[src/rtl/mapas_pkg.sv]
// Shared types for the occupancy-grid ray mapper: cell codes, headings, FSM states
// and the sensor-to-heading offsets.
package mapas_pkg;

  typedef enum logic [1:0] {
    DESCONHECIDA = 2'd0,
    LIVRE        = 2'd1,
    PAREDE       = 2'd2,
    VISITADA     = 2'd3
  } celula_t;

  // 0 = +Y, 1 = +X, 2 = -Y, 3 = -X
  typedef logic [1:0] direcao_t;

  typedef enum logic [2:0] {
    OCIOSO,
    ROBO,
    SEL,
    RAIO,
    FIM
  } estado_t;

  localparam direcao_t OFS_FRENTE  = 2'd0;
  localparam direcao_t OFS_DIREITA = 2'd1;
  localparam direcao_t OFS_TRAS    = 2'd2;
  localparam direcao_t OFS_ESQUERDA = 2'd3;

  // Sensor index follows the scan order frente, direita, tras, esquerda.
  function automatic direcao_t direcao_absoluta(input direcao_t rumo, input logic [1:0] sensor);
    direcao_t ofs;
    case (sensor)
      2'd0:    ofs = OFS_FRENTE;
      2'd1:    ofs = OFS_DIREITA;
      2'd2:    ofs = OFS_TRAS;
      default: ofs = OFS_ESQUERDA;
    endcase
    return direcao_t'(rumo + ofs);
  endfunction

endpackage

[src/rtl/mapas_passo.sv]
// Combinational ray step: the cell k steps away from the base along a heading,
// plus whether it lands inside the grid.
module mapas_passo
  import mapas_pkg::*;
#(
  parameter int unsigned TamanhoMalha     = 8,
  parameter int unsigned tamanhoDistancia = 4,
  localparam int unsigned IW = $clog2(TamanhoMalha)
) (
  input  logic [tamanhoDistancia-1:0] base_x_i,
  input  logic [tamanhoDistancia-1:0] base_y_i,
  input  direcao_t                    dir_i,
  input  logic [tamanhoDistancia-1:0] passo_i,
  output logic [IW-1:0]               alvo_x_o,
  output logic [IW-1:0]               alvo_y_o,
  output logic                        dentro_o
);

  localparam int unsigned W = tamanhoDistancia;

  logic signed [W:0] base_x_s, base_y_s, passo_s, alvo_x_s, alvo_y_s;

  // Sums that overflow the positive range wrap negative, which still reads as out of grid.
  function automatic logic na_malha(input logic signed [W:0] c);
    return !c[W] && (32'(c[W-1:0]) < 32'(TamanhoMalha));
  endfunction

  always_comb begin
    base_x_s = $signed({1'b0, base_x_i});
    base_y_s = $signed({1'b0, base_y_i});
    passo_s  = $signed({1'b0, passo_i});
    alvo_x_s = base_x_s;
    alvo_y_s = base_y_s;
    case (dir_i)
      2'd0:    alvo_y_s = base_y_s + passo_s;
      2'd1:    alvo_x_s = base_x_s + passo_s;
      2'd2:    alvo_y_s = base_y_s - passo_s;
      default: alvo_x_s = base_x_s - passo_s;
    endcase
  end

  assign alvo_x_o = alvo_x_s[IW-1:0];
  assign alvo_y_o = alvo_y_s[IW-1:0];
  assign dentro_o = na_malha(alvo_x_s) && na_malha(alvo_y_s);

endmodule

[src/rtl/mapas_raios.sv]
// Occupancy-grid mapper: latches a pose plus four range readings and ray-marches
// each beam through the grid, one cell write per cycle.
module mapas_raios
  import mapas_pkg::*;
#(
  parameter int unsigned TamanhoMalha     = 8,
  parameter int unsigned tamanhoDistancia = 4,
  parameter int unsigned LivrePrevalece   = 0
) (
  input  logic                                       clock,
  input  logic                                       reset,
  input  logic [tamanhoDistancia-1:0]                posicaoAtualnoEixoX,
  input  logic [tamanhoDistancia-1:0]                posicaoAtualnoEixoY,
  input  logic [1:0]                                 direcaoAtual,
  input  logic [tamanhoDistancia-1:0]                distanciaFrente,
  input  logic [tamanhoDistancia-1:0]                distanciaDireita,
  input  logic [tamanhoDistancia-1:0]                distanciaTras,
  input  logic [tamanhoDistancia-1:0]                distanciaEsquerda,
  input  logic                                       novoDado,
  input  logic                                       limparMalha,
  output logic                                       pronto,
  output logic [TamanhoMalha-1:0][TamanhoMalha-1:0][1:0] malha,
  output logic                                       operacaoFinalizada,
  output logic                                       erroPosicao
);

  localparam int unsigned W  = tamanhoDistancia;
  localparam int unsigned IW = $clog2(TamanhoMalha);
  localparam logic [W-1:0] SEM_ECO = '1;

  estado_t           estado_q, estado_d;
  logic [W-1:0]      x_q, x_d, y_q, y_d;
  direcao_t          rumo_q, rumo_d;
  logic [3:0][W-1:0] dist_q, dist_d;
  logic [1:0]        sensor_q, sensor_d;
  logic [W-1:0]      passo_q, passo_d;
  logic              pronto_q, pronto_d;
  logic              fin_q, fin_d;
  logic              erro_q, erro_d;
  logic [TamanhoMalha-1:0][TamanhoMalha-1:0][1:0] malha_q;

  logic              escreve_c, limpa_c, dentro_c;
  logic [IW-1:0]     esc_x_c, esc_y_c, alvo_x_c, alvo_y_c;
  celula_t           esc_val_c, atual_c;
  logic [W-1:0]      dist_sel_c;
  direcao_t          dir_raio_c;
  logic              pose_ok_c;

  assign dist_sel_c = dist_q[sensor_q];
  assign dir_raio_c = direcao_absoluta(rumo_q, sensor_q);
  assign pose_ok_c  = (32'(x_q) < 32'(TamanhoMalha)) && (32'(y_q) < 32'(TamanhoMalha));
  assign atual_c    = celula_t'(malha_q[alvo_x_c][alvo_y_c]);

  mapas_passo #(
    .TamanhoMalha    (TamanhoMalha),
    .tamanhoDistancia(tamanhoDistancia)
  ) u_passo (
    .base_x_i(x_q),
    .base_y_i(y_q),
    .dir_i   (dir_raio_c),
    .passo_i (passo_q),
    .alvo_x_o(alvo_x_c),
    .alvo_y_o(alvo_y_c),
    .dentro_o(dentro_c)
  );

  // Next-state, latch updates and the single grid write of the cycle.
  always_comb begin
    estado_d  = estado_q;
    x_d       = x_q;
    y_d       = y_q;
    rumo_d    = rumo_q;
    dist_d    = dist_q;
    sensor_d  = sensor_q;
    passo_d   = passo_q;
    pronto_d  = pronto_q;
    fin_d     = fin_q;
    erro_d    = erro_q;
    escreve_c = 1'b0;
    limpa_c   = 1'b0;
    esc_x_c   = x_q[IW-1:0];
    esc_y_c   = y_q[IW-1:0];
    esc_val_c = VISITADA;

    case (estado_q)
      OCIOSO: begin
        if (limparMalha) begin
          limpa_c = 1'b1;
        end else if (novoDado) begin
          x_d      = posicaoAtualnoEixoX;
          y_d      = posicaoAtualnoEixoY;
          rumo_d   = direcaoAtual;
          dist_d   = {distanciaEsquerda, distanciaTras, distanciaDireita, distanciaFrente};
          pronto_d = 1'b0;
          fin_d    = 1'b0;
          erro_d   = 1'b0;
          estado_d = ROBO;
        end
      end
      ROBO: begin
        if (!pose_ok_c) begin
          erro_d   = 1'b1;
          estado_d = FIM;
        end else begin
          escreve_c = 1'b1;
          sensor_d  = 2'd0;
          estado_d  = SEL;
        end
      end
      SEL: begin
        if (dist_sel_c != '0) begin
          passo_d  = W'(1);
          estado_d = RAIO;
        end else if (sensor_q == 2'd3) begin
          estado_d = FIM;
        end else begin
          sensor_d = sensor_q + 2'd1;
        end
      end
      RAIO: begin
        if (dentro_c) begin
          esc_x_c = alvo_x_c;
          esc_y_c = alvo_y_c;
          // Terminal cell of a real echo is a wall; everything else along the beam is free.
          if (passo_q == dist_sel_c && dist_sel_c != SEM_ECO) begin
            esc_val_c = PAREDE;
            escreve_c = (atual_c == DESCONHECIDA) || (atual_c == LIVRE);
          end else begin
            esc_val_c = LIVRE;
            escreve_c = (atual_c == DESCONHECIDA) ||
                        ((LivrePrevalece != 0) && (atual_c == PAREDE));
          end
        end
        if (!dentro_c || passo_q == dist_sel_c) begin
          if (sensor_q == 2'd3) begin
            estado_d = FIM;
          end else begin
            sensor_d = sensor_q + 2'd1;
            estado_d = SEL;
          end
        end else begin
          passo_d = W'(passo_q + 1'b1);
        end
      end
      FIM: begin
        pronto_d = 1'b1;
        fin_d    = 1'b1;
        estado_d = OCIOSO;
      end
      default: estado_d = OCIOSO;
    endcase
  end

  always_ff @(posedge clock) begin
    if (reset) begin
      estado_q <= OCIOSO;
      x_q      <= '0;
      y_q      <= '0;
      rumo_q   <= '0;
      dist_q   <= '0;
      sensor_q <= '0;
      passo_q  <= '0;
      pronto_q <= 1'b1;
      fin_q    <= 1'b0;
      erro_q   <= 1'b0;
    end else begin
      estado_q <= estado_d;
      x_q      <= x_d;
      y_q      <= y_d;
      rumo_q   <= rumo_d;
      dist_q   <= dist_d;
      sensor_q <= sensor_d;
      passo_q  <= passo_d;
      pronto_q <= pronto_d;
      fin_q    <= fin_d;
      erro_q   <= erro_d;
    end
  end

  always_ff @(posedge clock) begin
    if (reset || limpa_c) begin
      malha_q <= '0;
    end else if (escreve_c) begin
      malha_q[esc_x_c][esc_y_c] <= esc_val_c;
    end
  end

  assign pronto             = pronto_q;
  assign operacaoFinalizada = fin_q;
  assign erroPosicao        = erro_q;
  assign malha              = malha_q;

endmodule
[config.mk]
export PLATFORM = sky130hd
export DESIGN_NAME = mapas_raios
export DESIGN_NICKNAME = d
export VERILOG_FILES = /design/src/rtl/mapas_pkg.sv /design/src/rtl/mapas_passo.sv /design/src/rtl/mapas_raios.sv
export SDC_FILE = /design/constraint.sdc
export NUM_CORES = 1
export LEC_CHECK = 0
export CAP_MARGIN = 15
export CORE_UTILIZATION = 40
export CTS_CLUSTER_SIZE = 40
export DETAILED_ROUTE_END_ITERATION = 8
export PLACE_DENSITY_LB_ADDON = 0.3
export SETUP_SLACK_MARGIN = 0.1
export SKIP_CTS_REPAIR_TIMING = 1
export SLEW_MARGIN = 20
export SYNTH_ARGS = -nofsm -noshare
export SYNTH_HDL_FRONTEND = slang
export SYNTH_HIERARCHICAL = 1
export SYNTH_SLANG_ARGS = --single-unit
[constraint.sdc]
create_clock -name clock -period 11.5 [get_ports clock]
set_input_delay 1.15 -clock clock [delete_from_list [all_inputs] [get_ports clock]]
set_output_delay 1.15 -clock clock [all_outputs]
set_load 0.02 [all_outputs]
# Word level (Yosys, flattened, before mapping)
# Index checks and enable logic that the tools add are counted.
[totals]
reg_bits = 166
word_cells = 194
out_inout_bits = 131
input_bits = 30
[classes]
mux = 48
eq_ne = 21
n_addsub = 7
bitwise_logic = 1
reduce_logical = 29
magnitude_cmp = 11
[op_table]
columns = ["op", "n"]
rows = [
  ["128-bit bitwise mux", 1],
  ["16-bit binary-select mux with 3-bit select", 1],
  ["16-bit demux with 3-bit select", 1],
  ["3-bit 2-to-1 mux", 11],
  ["16-bit 2-to-1 mux", 2],
  ["5-bit one-hot mux with 2 select lines", 2],
  ["2-bit 2-to-1 mux", 9],
  ["3-bit by 4-bit < comparator with 1-bit output, second input constant", 4],
  ["4-bit < comparator, second input constant", 4],
  ["2-bit != test, second input constant", 8],
  ["4-bit 2-to-1 mux", 3],
  ["2-bit one-hot mux with 3 select lines", 2],
  ["3-bit one-hot mux with 4 select lines", 1],
  ["4-bit AND reduction", 3],
  ["4-bit by 4-bit adder with 5-bit output", 2],
  ["4-bit by 4-bit subtractor with 5-bit output", 2],
  ["3-bit AND reduction", 3],
  ["4-bit binary-select mux with 2-bit select", 1],
  ["1-bit 2-to-1 mux", 8],
  ["4-bit one-hot mux with 2 select lines", 1],
  ["1-bit logical AND", 7],
  ["2-bit binary-select mux with 3-bit select", 1],
  ["2-bit demux with 3-bit select", 1],
  ["2-bit by 1-bit equality test with 1-bit output, second input constant", 3],
  ["other kinds (22)", 36],
]

# Longest topological paths before layout
[depth]
ltp_word = 18
ltp_mapped = 25
mapped_depth_nobuf = 22

# By module
# Netlist, hierarchy kept.
[modules_own_cells]
columns = ["module", "n_inst", "cells_each", "seq_area_each_um2", "area_per_inst_um2"]
rows = [
  ["mapas_raios", 1, 820, 3323.2, 8293.0],
  ["mapas_passo", 1, 64, 0.0, 499.2],
]

# Worst setup path after synthesis
# OpenSTA, ideal clock, no wires.
[synth_path]
kind = "register -> register"
startpoint = "register sensor_q[1]"
endpoint = "register malha_q (netlist bit malha[73])"
path_buffers = 4
required_time_ns = 11.441
setup_slack_ns = 6.374
setup_time_ns = 0.059
synth_period_minus_slack_ns = 5.126
arrival_time_ns = 5.067
stages_incl_launch_ff = 24
cell_sequence = "dfxtp_1 buf_2 inv_1 ha_1 or2_2 ha_1 xor2_1 xnor2_1 nor2b_1 mux2_2 fa_1 inv_1 a21o_1 a21oi_1 xor2_1 o41ai_2 nand4b_1 clkbuf_1 clkbuf_1 o31ai_1 nand2_1 clkbuf_1 a211oi_1 o221a_2"
[synth_via]
elab_chain_cells = 18
word_cells_on_any_way = 51
cone_classes = "add/sub (1); order compare (6); eq/ne (7); mux (24); reduce/logical (13)"
[synth_rtl]
columns = ["element", "line", "text"]
rows = [
  ["from (decl)", "mapas_raios.sv:35", "logic [1:0] sensor_q, sensor_d;"],
  ["from (signal assigned)", "mapas_raios.sv:172", "sensor_q <= sensor_d;"],
  ["2-bit equality test (tied with other cells)", "mapas_pkg.sv:31", "case (sensor)"],
  ["2-bit one-hot mux with 3 select lines (*)", "mapas_pkg.sv:31", ""],
  ["2-bit adder (*)", "mapas_pkg.sv:37", "return direcao_t'(rumo + ofs);"],
  ["named net dir_raio_c[1]", "mapas_raios.sv:46", "direcao_t dir_raio_c;"],
  ["2-bit equality test / 2-bit zero test (equally long branches)", "mapas_passo.sv:34", "case (dir_i)"],
  ["2-bit OR reduction (no line)", "-", ""],
  ["5-bit one-hot mux with 2 select lines", "mapas_passo.sv:34", ""],
  ["4-bit < comparator / 1-bit zero test (equally long branches)", "mapas_passo.sv:25", "return !c[W] && (32'(c[W-1:0]) < 32'(TamanhoMalha));"],
  ["(+2 left out)", "-", ""],
  ["named net dentro_c", "mapas_raios.sv:42", "logic escreve_c, limpa_c, dentro_c;"],
  ["(+1 left out)", "-", ""],
  ["3-bit 2-to-1 mux", "mapas_raios.sv:85", "case (estado_q)"],
  ["3-bit by 4-bit < comparator with 1-bit output (implied by the code) / 3-bit by 1-bit >= comparator with 1-bit output (equally long branches)", "mapas_raios.sv:184", "malha_q[esc_x_c][esc_y_c] <= esc_val_c;"],
  ["1-bit logical AND (implied by the code)", "mapas_raios.sv:184", ""],
  ["2-bit 2-to-1 mux (implied by the code)", "mapas_raios.sv:184", ""],
  ["2-bit demux with 3-bit select", "mapas_raios.sv:184", ""],
  ["16-bit 2-to-1 mux (implied by the code)", "mapas_raios.sv:184", ""],
  ["16-bit demux with 3-bit select", "mapas_raios.sv:184", ""],
  ["128-bit bitwise mux", "mapas_raios.sv:184", ""],
  ["to (signal, indexed assignment)", "mapas_raios.sv:184", ""],
  ["to (decl)", "mapas_raios.sv:40", "logic [TamanhoMalha-1:0][TamanhoMalha-1:0][1:0] malha_q;"],
]
# The timed path passes the listed nets; every way through them passes the cells marked *. The select of a mux whose other input is x is not followed.
# A chain may end at the register's enable or synchronous reset.

# Worst setup path after layout
[layout_path]
startpoint = "register sensor_q[1]"
endpoint = "register malha_q (netlist bit malha[31])"
[layout_via]
elab_chain_cells = 18
word_cells_on_any_way = 51
cone_classes = "add/sub (1); order compare (6); eq/ne (7); mux (24); reduce/logical (13)"
[layout_rtl]
columns = ["element", "line", "text"]
rows = [
  ["2-bit equality test (tied with other cells)", "mapas_pkg.sv:31", ""],
  ["2-bit one-hot mux with 3 select lines (*)", "mapas_pkg.sv:31", ""],
  ["2-bit adder (*)", "mapas_pkg.sv:37", ""],
  ["named net dir_raio_c[0]", "mapas_raios.sv:46", ""],
  ["2-bit equality test / 2-bit zero test (equally long branches)", "mapas_passo.sv:34", ""],
  ["2-bit OR reduction (no line)", "-", ""],
  ["5-bit one-hot mux with 2 select lines (*)", "mapas_passo.sv:34", ""],
  ["named net alvo_x_c[2]", "mapas_raios.sv:43", "logic [IW-1:0] esc_x_c, esc_y_c, alvo_x_c, alvo_y_c;"],
  ["(+4 left out)", "-", ""],
  ["3-bit 2-to-1 mux", "mapas_raios.sv:85", ""],
  ["3-bit by 4-bit < comparator with 1-bit output (implied by the code) / 3-bit by 1-bit >= comparator with 1-bit output (equally long branches)", "mapas_raios.sv:184", ""],
  ["1-bit logical AND (implied by the code)", "mapas_raios.sv:184", ""],
  ["2-bit 2-to-1 mux (implied by the code)", "mapas_raios.sv:184", ""],
  ["2-bit demux with 3-bit select", "mapas_raios.sv:184", ""],
  ["16-bit 2-to-1 mux (implied by the code)", "mapas_raios.sv:184", ""],
  ["16-bit demux with 3-bit select", "mapas_raios.sv:184", ""],
  ["128-bit bitwise mux", "mapas_raios.sv:184", ""],
]
# Marks and branches as above.

==> metrics.cfg <==
[grt]
grt_usage_pct=26.7
grt_pass1_wl_mm=45.5
grt_overflow=0
grt_max_degree=97
grt_pass1_vias=7677
antenna_found_initial=0

[drt]
met1_length_mm=13.1
antenna_left=0
wl_per_cell_um=23.1
dr.pass1.iters=5
drt_iter0_markers=766
vias_per_cell=6.19
vias=7958
remaining_drc_errors=0
routed.top_layer=met4
drt-total-wl_mm=29.7
wl_met3_mm=3.10
wl_met2_mm=12.8

[power_and_ir_drop]
pwr-share-comb_pct=11.7
clockPowerShare_pct=43.9
power.density_nw_per_um2=121
switchingPower_uw=371
vdd_drop_max_mv=0.0958
switching_share_pct=27.9
p_leak_uw=0.00357
intPower_uw=959
p_seq_share_pct=44.4

[setup_path]
crit_chain=inv_1 -> ha_1 -> or2_2 -> ha_1 -> nor2b_1 -> mux2_2 -> inv_1 -> fa_1 -> xnor2_1 -> mux2_2 -> mux4_1 -> mux2i_1 -> mux4_2 -> mux2_2 -> o211ai_4 -> buf_4 -> a211oi_1 -> o221a_2
cp.required_ps=11810
cp-end-kind=flip-flop
worstPathMaxFanout=53
rrSetupSlack_ps=4710
cp-startpoint=sensor_q[1]
critPathKind=reg2reg
reg2reg_depth=18
cp.arrival_ps=7110
crit_slowest_cell=buf_4
critPathMostFrequentCell=mux2_2
cpPeakStageDelay_ps=670
cp-start-kind=flip-flop
critPathCapture=malha[31]
r2r-start=sensor_q[1]
r2r_end=malha[31]

[floorplanning]
die_area_um2=22600
die_w_um=150
rows=53
io_pins=161
core_um2=21300
start_util_pct=41.3
die_y_um=150

[yosys]
avgSynthCellArea_um2=9.95
synth_edf_count=0
async_flop_share_pct=0
ys_seq_elements=166
synthFlopType=dfxtp_1
yosysUniqueCellTypes=56
synthTopCellsByArea=dfxtp_1 (38%), o221a_2 (7.9%), nand2_1 (6.9%)
yosysTopAreaCellShare_pct=37.8
synth_most_common_cell=dfxtp_1
syn-num-nets=930
synth_top_cell_by_area=dfxtp_1
yosys_warnings=6
synth_common_cells=dfxtp_1 (166), nand2_1 (162), o221a_2 (62), mux2i_1 (48), a21oi_1 (47)
syn_area_um2=8790
synthCells=884
ys_seq_area_share_pct=37.8

[layout]
areaGrowthSynthToFinish_pct=25.6
layout-drive-gt1-share_pct=17.9
fin_util_pct=51.9
nets=1044
antenna_cells=0
num-fill-cells=1895

[clock_tree]
cts_sinks=166
clk_latency_ps=430
cts_buffers=17
clkTransAtPathRegs_ps=70
h-tree-depth=4
cts_root_buf=clkbuf_16
cts_tree=yes
clk_path_buf_depth=2

[sta]
setup_ws_ps=4710
hold_viol_final=0
skew_ps=14.8
period_share_pct=59.1
worst_pin_slew_ps=1050
drv_slew=0
finalSetupTns_ps=0
max_freq_mhz=147
relSlewSlack_pct=29.9
finalSetupViolCount=0
rsz0062_at_grt=no
min_period_ps=6790

[placed_design]
port_buffers=160
dp_hpwl_mm=20.9
gp_congestion=0.926
pre_cts_ws_ps=4830

[outcome]
run_status=finished clean

[min_path]
worst_hold_path_type=reg2reg

[job]
max_cap_viol_count=0

through the flow:
| stage | cell area [um^2] | power [uW] | std cells | hold slack, ps |
|---|---|---|---|---|
| after global routing | 11000 | 1370 | 1286 | 474 |
| after floorplan | 8790 | 714 | 884 | 433 |
| after global placement | 10400 | 756 | 1254 | 443 |
| after CTS | 11000 | 1330 | 1286 | 456 |
| final | 11000 | 1330 | 1286 | 454 |
| after detailed placement | 10400 | 757 | 1254 | 447 |
power groups by stage:
stage | clock network, uW | registers, uW | logic (uW)
floorplan | 0 | 602 | 112
global placement | 0 | 605 | 151
detailed placement | 0 | 605 | 152
CTS | 588 | 592 | 153
global route | 613 | 593 | 167
finish | 584 | 592 | 155
worst min-delay path by stage:
| stage | from | to | depth (start not counted) |
|---|---|---|---|
| 2_1_floorplan | dist_q[11] | dist_q[11] | 2 |
| 3_3_place_gp | dist_q[0] | dist_q[0] | 2 |
| 3_5_place_dp | dist_q[1] | dist_q[1] | 2 |
| 4_1_cts | dist_q[1] | dist_q[1] | 2 |
| 5_1_grt | dist_q[4] | dist_q[4] | 2 |
| 6_report | dist_q[4] | dist_q[4] | 2 |
sequential cells by signal, indices dropped and copies added, names as in the netlist:
register,count
dist_q,16
erroPosicao,1
estado_q,3
malha,128
operacaoFinalizada,1
passo_q,4
pronto,1
rumo_q,2
sensor_q,2
x_q,4
y_q,4
layout by cell type (no fill, tap or decap), types with 17 or more instances in the layout:
cell type / netlist / final
a211oi_1: 32 / 32
a211oi_2: 18 / 18
a21oi_1: 47 / 46
clkbuf_16: 0 / 17
clkdlybuf4s50_1: 0 / 160
dfxtp_1: 166 / 166
mux2i_1: 48 / 47
mux4_2: 24 / 24
nand2_1: 162 / 162
nor2_1: 33 / 33
o221a_2: 62 / 62
o22ai_1: 30 / 30
layout make-up:
class                   count  area (um^2)  area share [%]
clock buffers              20          467            4.23
clock inverters            12          130            1.18
inverters                  15         56.3           0.510
multi-input cells         627         5030            45.6
flip-flops and latches    166         3320            30.1
well taps                 275          344            3.12
repair buffers            171         1680            15.3
per-layer routing:
layer | up-vias | GRT usage, %
met2 | 488 | 39.2
met1 | 3840 | 37.4
li1 | 3560 | -
met4 | 0 | 8.08
met5 | - | 0
met3 | 70 | 8.15
cell families after synthesis:
family	share of synthesized area [%]
compound gates	23.1
xor+xnor	1.69
fa+ha+maj	2.45
buf+inv	5.38
flops	37.8
mux	16.8
simple gates	12.8
worst max-delay path: cells and delay by family, from the launching register on:
| kind | cells | cell delay [ps] |
|---|---|---|
| compound gates | 3 | 1200 |
| xor+xnor | 1 | 170 |
| fa+ha+maj | 3 | 1170 |
| buf+inv | 3 | 810 |
| flops | 1 | 540 |
| mux | 6 | 2140 |
| simple gates | 2 | 570 |
Power figures use the tool's default switching activity.
